[src/rtl/cpu_pkg.sv]
// Shared CPU constants for the fetch-side branch predictor: counter encodings,
// sequential PC step and reset PC.
package cpu_pkg;

  localparam logic [1:0]  CNT_SNT  = 2'b00;
  localparam logic [1:0]  CNT_WNT  = 2'b01;
  localparam logic [1:0]  CNT_WT   = 2'b10;
  localparam logic [1:0]  CNT_ST   = 2'b11;

  localparam logic [31:0] PC_STEP  = 32'd4;
  localparam logic [31:0] RESET_PC = 32'h0000_0000;

endpackage

[src/rtl/sat_counter2.sv]
// 2-bit saturating up/down counter, expressed as a pure next-state function
// so one instance can serve whichever table entry is being trained.
module sat_counter2
  import cpu_pkg::*;
(
  input  logic [1:0] i_cnt,
  input  logic       i_en,
  input  logic       i_up,
  output logic [1:0] o_cnt
);

  always_comb begin
    o_cnt = i_cnt;
    if (i_en) begin
      if (i_up && (i_cnt != CNT_ST))
        o_cnt = i_cnt + 2'd1;
      else if (!i_up && (i_cnt != CNT_SNT))
        o_cnt = i_cnt - 2'd1;
    end
  end

endmodule

[src/rtl/branch_predictor.sv]
// Direct-mapped direction predictor + BTB with zero-latency lookup and
// registered EX-side training. Optional counters under macro BP_STATS_EN.
module branch_predictor
  import cpu_pkg::*;
#(
  parameter  int ENTRIES = 16,
  localparam int IDX_W   = $clog2(ENTRIES)
) (
  input  logic        clk,
  input  logic        rst,
  input  logic [31:0] fetch_pc,
  output logic        pred_taken,
  output logic [31:0] pred_target,
  input  logic        upd_valid,
  input  logic [31:0] upd_pc,
  input  logic        upd_taken,
  input  logic [31:0] upd_target,
  input  logic        upd_mispredict
`ifdef BP_STATS_EN
  ,
  output logic [31:0] stat_branches,
  output logic [31:0] stat_mispredicts
`endif
);

  localparam int TAG_W = 32 - IDX_W - 2;

  logic [ENTRIES-1:0] r_valid;
  logic [TAG_W-1:0]   r_tag    [ENTRIES];
  logic [31:0]        r_target [ENTRIES];
  logic [1:0]         r_cnt    [ENTRIES];

  logic [IDX_W-1:0] w_f_idx;
  logic [TAG_W-1:0] w_f_tag;
  logic             w_f_hit;
  logic [IDX_W-1:0] w_u_idx;
  logic [TAG_W-1:0] w_u_tag;
  logic             w_u_hit;
  logic [1:0]       w_cnt_nxt;

  assign w_f_idx = fetch_pc[IDX_W+1:2];
  assign w_f_tag = fetch_pc[31:IDX_W+2];
  assign w_u_idx = upd_pc[IDX_W+1:2];
  assign w_u_tag = upd_pc[31:IDX_W+2];

  // Lookup reads registered state only, so same-cycle updates are not bypassed.
  assign w_f_hit     = r_valid[w_f_idx] && (r_tag[w_f_idx] == w_f_tag);
  assign pred_taken  = !rst && w_f_hit && r_cnt[w_f_idx][1];
  assign pred_target = pred_taken ? r_target[w_f_idx] : fetch_pc + PC_STEP;

  assign w_u_hit = r_valid[w_u_idx] && (r_tag[w_u_idx] == w_u_tag);

  sat_counter2 u_sat_counter2 (
    .i_cnt (r_cnt[w_u_idx]),
    .i_en  (1'b1),
    .i_up  (upd_taken),
    .o_cnt (w_cnt_nxt)
  );

  always_ff @(posedge clk or posedge rst) begin
    if (rst) begin
      r_valid <= '0;
      for (int i = 0; i < ENTRIES; i++) begin
        r_tag[i]    <= '0;
        r_target[i] <= '0;
        r_cnt[i]    <= CNT_WNT;
      end
    end else if (upd_valid) begin
      if (w_u_hit) begin
        r_cnt[w_u_idx] <= w_cnt_nxt;
        if (upd_taken)
          r_target[w_u_idx] <= upd_target;
      end else if (upd_taken) begin
        // Misses allocate only on taken, so an alias must win a taken branch to evict.
        r_valid[w_u_idx]  <= 1'b1;
        r_tag[w_u_idx]    <= w_u_tag;
        r_target[w_u_idx] <= upd_target;
        r_cnt[w_u_idx]    <= CNT_WT;
      end
    end
  end

`ifdef BP_STATS_EN
  logic [31:0] r_stat_br;
  logic [31:0] r_stat_mp;

  always_ff @(posedge clk or posedge rst) begin
    if (rst) begin
      r_stat_br <= '0;
      r_stat_mp <= '0;
    end else if (upd_valid) begin
      if (r_stat_br != 32'hFFFF_FFFF)
        r_stat_br <= r_stat_br + 32'd1;
      if (upd_mispredict && (r_stat_mp != 32'hFFFF_FFFF))
        r_stat_mp <= r_stat_mp + 32'd1;
    end
  end

  assign stat_branches    = r_stat_br;
  assign stat_mispredicts = r_stat_mp;

  logic w_unused;
  assign w_unused = ^{fetch_pc[1:0], upd_pc[1:0]};
`else
  logic w_unused;
  assign w_unused = ^{fetch_pc[1:0], upd_pc[1:0], upd_mispredict};
`endif

endmodule

[config.mk]
export PLATFORM = sky130hd
export DESIGN_NAME = branch_predictor
export DESIGN_NICKNAME = d
export VERILOG_FILES = /design/src/rtl/cpu_pkg.sv /design/src/rtl/sat_counter2.sv /design/src/rtl/branch_predictor.sv
export SDC_FILE = /design/constraint.sdc
export NUM_CORES = 2
export LEC_CHECK = 0
export CAP_MARGIN = 20
export CORE_ASPECT_RATIO = 1.4
export CORE_UTILIZATION = 50
export DETAILED_ROUTE_END_ITERATION = 10
export GPL_ROUTABILITY_DRIVEN = 0
export PLACE_DENSITY = 0.77
export SKIP_CTS_REPAIR_TIMING = 1
export SLEW_MARGIN = 20
export SYNTH_ARGS = -nofsm -noshare
export SYNTH_HDL_FRONTEND = slang
export SYNTH_SLANG_ARGS = --single-unit
[constraint.sdc]
create_clock -name clk -period 82.2 [get_ports clk]
set_clock_uncertainty 0.05 [all_clocks]
set_input_delay 12.33 -clock clk [delete_from_list [all_inputs] [get_ports clk]]
set_output_delay 12.33 -clock clk [all_outputs]
set_load 0.02 [all_outputs]
==> results by group <==
Layout
  – Synth-to-Final Area Change: 10.81%
  – Area used by sequential logic in the layout: ~0.024 mm^2
  – Fraction of final layout cells with drive strength greater than 1: 46.65%
  – Final net count: 3,358
  – # fillers: 7,835
  – Multi-input gate area: roughly 0.024 mm^2

Synthesis
  – Number of flip-flops and latches in the synthesized netlist: 976
  – Most numerous cell in the Yosys netlist: sky130_fd_sc_hd__dfrtp_1
  – Area share of the leading cell type in the synthesized netlist: roughly 48%
  – Top post-synthesis cells by area: sky130_fd_sc_hd__dfrtp_1 48%, sky130_fd_sc_hd__mux2_2 20%, sky130_fd_sc_hd__mux4_2 17%
  – Number of synthesized flops with an enable pin: 0
  – Cell taking the most area after synthesis: sky130_fd_sc_hd__dfrtp_1
  – Cell area after synthesis: 0.04979 mm^2
  – Post-synthesis cell type count: a little over 70
  – Sequential-to-total area share from yosys stat: 49.09%
  – Async set or reset register ratio after synthesis: 100.0%
  – Synthesized netlist net count: 3,383
  – Area fraction in compound gates after synthesis: 2.666%
  – Cell count after synthesis: 3,279
  – Post-Synth Simple-Gate Area: 2.930%
  – Most used flip-flop cell after synthesis: sky130_fd_sc_hd__dfrtp_1
  – Multiplexer share of the synthesized area: 40.95%
  – Post-Syn Area per Cell: 15.18 um^2
  – Xor and xnor fraction of the mapped netlist area: 1.143%
  – Share of synthesized cell area in full adder, half adder and majority cells: less than 1%
  – Most used standard cells in the synthesized netlist: 960 x sky130_fd_sc_hd__dfrtp_1, 871 x sky130_fd_sc_hd__mux2_2, 376 x sky130_fd_sc_hd__mux4_2
  – Yosys warning count: 0
  – Dominant combinational cell family by area after synthesis: multiplexers

STA
  – Final sum of negative setup slack: 0 ns
  – Endpoints failing setup: 0
  – Transition time at the pin with the least slew margin: 1.061 ns
  – Final hold vios: 0
  – Min Tclk post-route: 30.71 ns
  – Max frequency: between 30 and 40 MHz
  – Slew Limit Headroom: 29.14%
  – Fin Hold WS: 0.4451 ns
  – Max-slew violations: 0
  – Share of the clock period used by the worst path: 37.36%
  – Fin worst setup slack: 51.49 ns
  – RSZ-0062 raised after global routing: no

Floorplan
  – Die Footprint: around 0.10 mm^2
  – Horizontal die dimension: 268.7 um
  – Initial Utilization: between 50% and 60%
  – Standard-cell rows: approximately 140
  – Die span in y: ~380 um
  – Core Box Area: 0.09835 mm^2
  – Top-level port count: 134

Clock network
  – CTS buffer count: 96
  – Clock buffer depth: 3
  – Clock slew at reported path FFs: around 0.06 ns
  – TritonCTS clock tree: yes
  – H-tree depth reported by CTS: 3
  – CTS Sinks: 976
  – Clock Latency Late Sink: 0.69 ns
  – Master cell of the clock root buffer: sky130_fd_sc_hd__clkbuf_16

Setup path
  – Biggest fanout along the worst timing path: 76
  – Critical setup path kind: in -> out
  – CP Capture Type: output pin
  – Data arrival time of the critical path: between 15 and 20 ns
  – Required time at the worst-slack endpoint: 69.82 ns
  – Nature of the critical path startpoint: input pin

Power
  – Maximum vdd drop: 17.53 uV
  – Cell leakage power: 23.63 nW
  – Cell area power density: 24.52 mW/mm^2

Route
  – Routed wire length per instance: just under 30 um
  – DR pass1 iterations: 5
  – Via density per instance: 6.528
  – DRC errors left: 0
  – Highest routed layer: met5
  – Via count: 30,360
  – Met3 wirelength from detailed routing: 10.45 mm
  – Count of nets left with antenna violations after detail routing: 0
  – Met2 wire length: 63.97 mm
  – Metal-1 WL: 54.13 mm
  – Total Wirelength: roughly 140 mm
  – DRC violation total after the first TritonRoute iteration: 2,896

Min path
  – Class of the most critical hold timing path: reg -> reg

Placed design
  – Detailed-placement wirelength estimate: 79.20 mm
  – Pre-CTS worst setup slack: 51.38 ns
  – Number of input and output port buffers inserted: 130

Global route
  – Number of global-route vias before repair: 31,710
  – Global-route congestion overflow total: 0
  – Pin count of the biggest net entering global routing: around 150
  – First-pass GRT wire length: 206.3 mm
  – Total routing resource utilization after global routing: 27.58%
  – Antenna violations before repair: 12

Outcome
  – Run status: finished clean

Flow run
  – Count of max-cap constraint violations: 0
==> state kept, by name, indices dropped and copies added (netlist names) <==
register	cells
r_tag	416
r_cnt	32
r_valid	16
r_target	512
==> area by class of cell <==
class,count,area share (%)
antenna,6,0.02721
clock buffer,142,5.236
clock inverter,35,0.7756
inverter,23,0.1746
multi-input combinational,1972,43.32
sequential,976,44.30
tap,1311,2.973
timing repair buffer,185,3.189
==> worst max-delay path, cell delays in order <==
cell,delay [ns]
sky130_fd_sc_hd__buf_8,0.65
sky130_fd_sc_hd__buf_4,0.78
sky130_fd_sc_hd__buf_4,0.86
sky130_fd_sc_hd__mux4_2,0.64
sky130_fd_sc_hd__mux4_2,0.54
sky130_fd_sc_hd__xnor2_1,0.16
sky130_fd_sc_hd__o2111ai_1,0.15
sky130_fd_sc_hd__a211oi_1,0.24
sky130_fd_sc_hd__and4_2,0.26
sky130_fd_sc_hd__buf_4,0.51
sky130_fd_sc_hd__mux2_2,0.41
sky130_fd_sc_hd__clkdlybuf4s50_1,0.63
==> power breakdown <==
group | switching (mW) | internal [mW]
combinational | 0.105 | 0.155
sequential | 0.0570 | 0.574
clock | 0.195 | 0.267
total | 0.357 | 0.996
==> cells in the final DEF (no fill, tap or decap), types with 8 or more instances in the layout <==
cell,count
sky130_fd_sc_hd__inv_1,20
sky130_fd_sc_hd__mux2i_1,97
sky130_fd_sc_hd__o211ai_1,9
sky130_fd_sc_hd__nor2_4,12
sky130_fd_sc_hd__clkbuf_16,99
sky130_fd_sc_hd__nand2_1,69
sky130_fd_sc_hd__buf_4,54
sky130_fd_sc_hd__nand2b_1,19
sky130_fd_sc_hd__a311oi_1,16
sky130_fd_sc_hd__nand3_1,36
sky130_fd_sc_hd__clkinv_2,18
sky130_fd_sc_hd__mux2_4,19
sky130_fd_sc_hd__dfrtp_1,960
sky130_fd_sc_hd__nor2_1,48
sky130_fd_sc_hd__a22o_1,8
sky130_fd_sc_hd__xor2_1,19
sky130_fd_sc_hd__and3_1,9
sky130_fd_sc_hd__o22ai_1,10
sky130_fd_sc_hd__clkbuf_8,26
sky130_fd_sc_hd__nand4_1,12
sky130_fd_sc_hd__a22oi_1,12
sky130_fd_sc_hd__xnor2_1,46
sky130_fd_sc_hd__nor2b_1,8
sky130_fd_sc_hd__clkbuf_1,18
sky130_fd_sc_hd__nor3_1,11
sky130_fd_sc_hd__nand2_4,13
sky130_fd_sc_hd__dfstp_2,16
sky130_fd_sc_hd__a21oi_1,30
sky130_fd_sc_hd__mux4_2,376
sky130_fd_sc_hd__a31o_2,8
sky130_fd_sc_hd__o21ai_0,46
sky130_fd_sc_hd__mux2_2,871
sky130_fd_sc_hd__mux2_1,76
sky130_fd_sc_hd__clkdlybuf4s50_1,122
==> logic make-up after synthesis <==
group	after synthesis
adder cells (fa/ha/maj)	3
flip-flops	976
AO/OA/AOI/OAI	190
AND/OR/NAND/NOR	275
multiplexers	1439
buffers and inverters	331
XOR/XNOR	65
==> metrics by stage <==
stage / cells / power [mW] / instance area (um^2) / util, %
4_1_cts: 4643 / 1.356 / 55120 / 56.04
3_5_place_dp: 4466 / 0.8958 / 51800 / 52.67
6_report: 4650 / 1.353 / 55170 / 56.10
5_1_grt: 4645 / 1.405 / 55160 / 56.08
2_1_floorplan: 3279 / 0.8247 / 49790 / -
3_3_place_gp: 4466 / 0.8817 / 51800 / 52.67
==> routing by layer <==
| metal | track usage (%) | up-vias |
|---|---|---|
| met4 | 14.28 | 12 |
| met1 | 36.95 | 16380 |
| li1 | - | 12380 |
| met2 | 42.22 | 1226 |
| met3 | 6.072 | 363 |
| met5 | 0 | - |
==> final timing paths <==
check                                       start                         to  slack, ns  cells past startpoint
min in group asynchronous                     rst     r_tag[383]$_DFFE_PP0P_      12.33                      2
min reg2reg                r_valid[8]$_DFFE_PP0P_     r_valid[8]$_DFFE_PP0P_       0.45                      1
min                        r_valid[8]$_DFFE_PP0P_     r_valid[8]$_DFFE_PP0P_       0.45                      1
max reg2reg                r_tag[209]$_DFFE_PP0P_     r_tag[205]$_DFFE_PP0P_      77.38                     10
max in group asynchronous                     rst  r_target[475]$_DFFE_PP0P_      65.91                      6
max                                   fetch_pc[2]             pred_target[7]      51.49                     12
No activity file was read; power rests on OpenSTA's default activity.
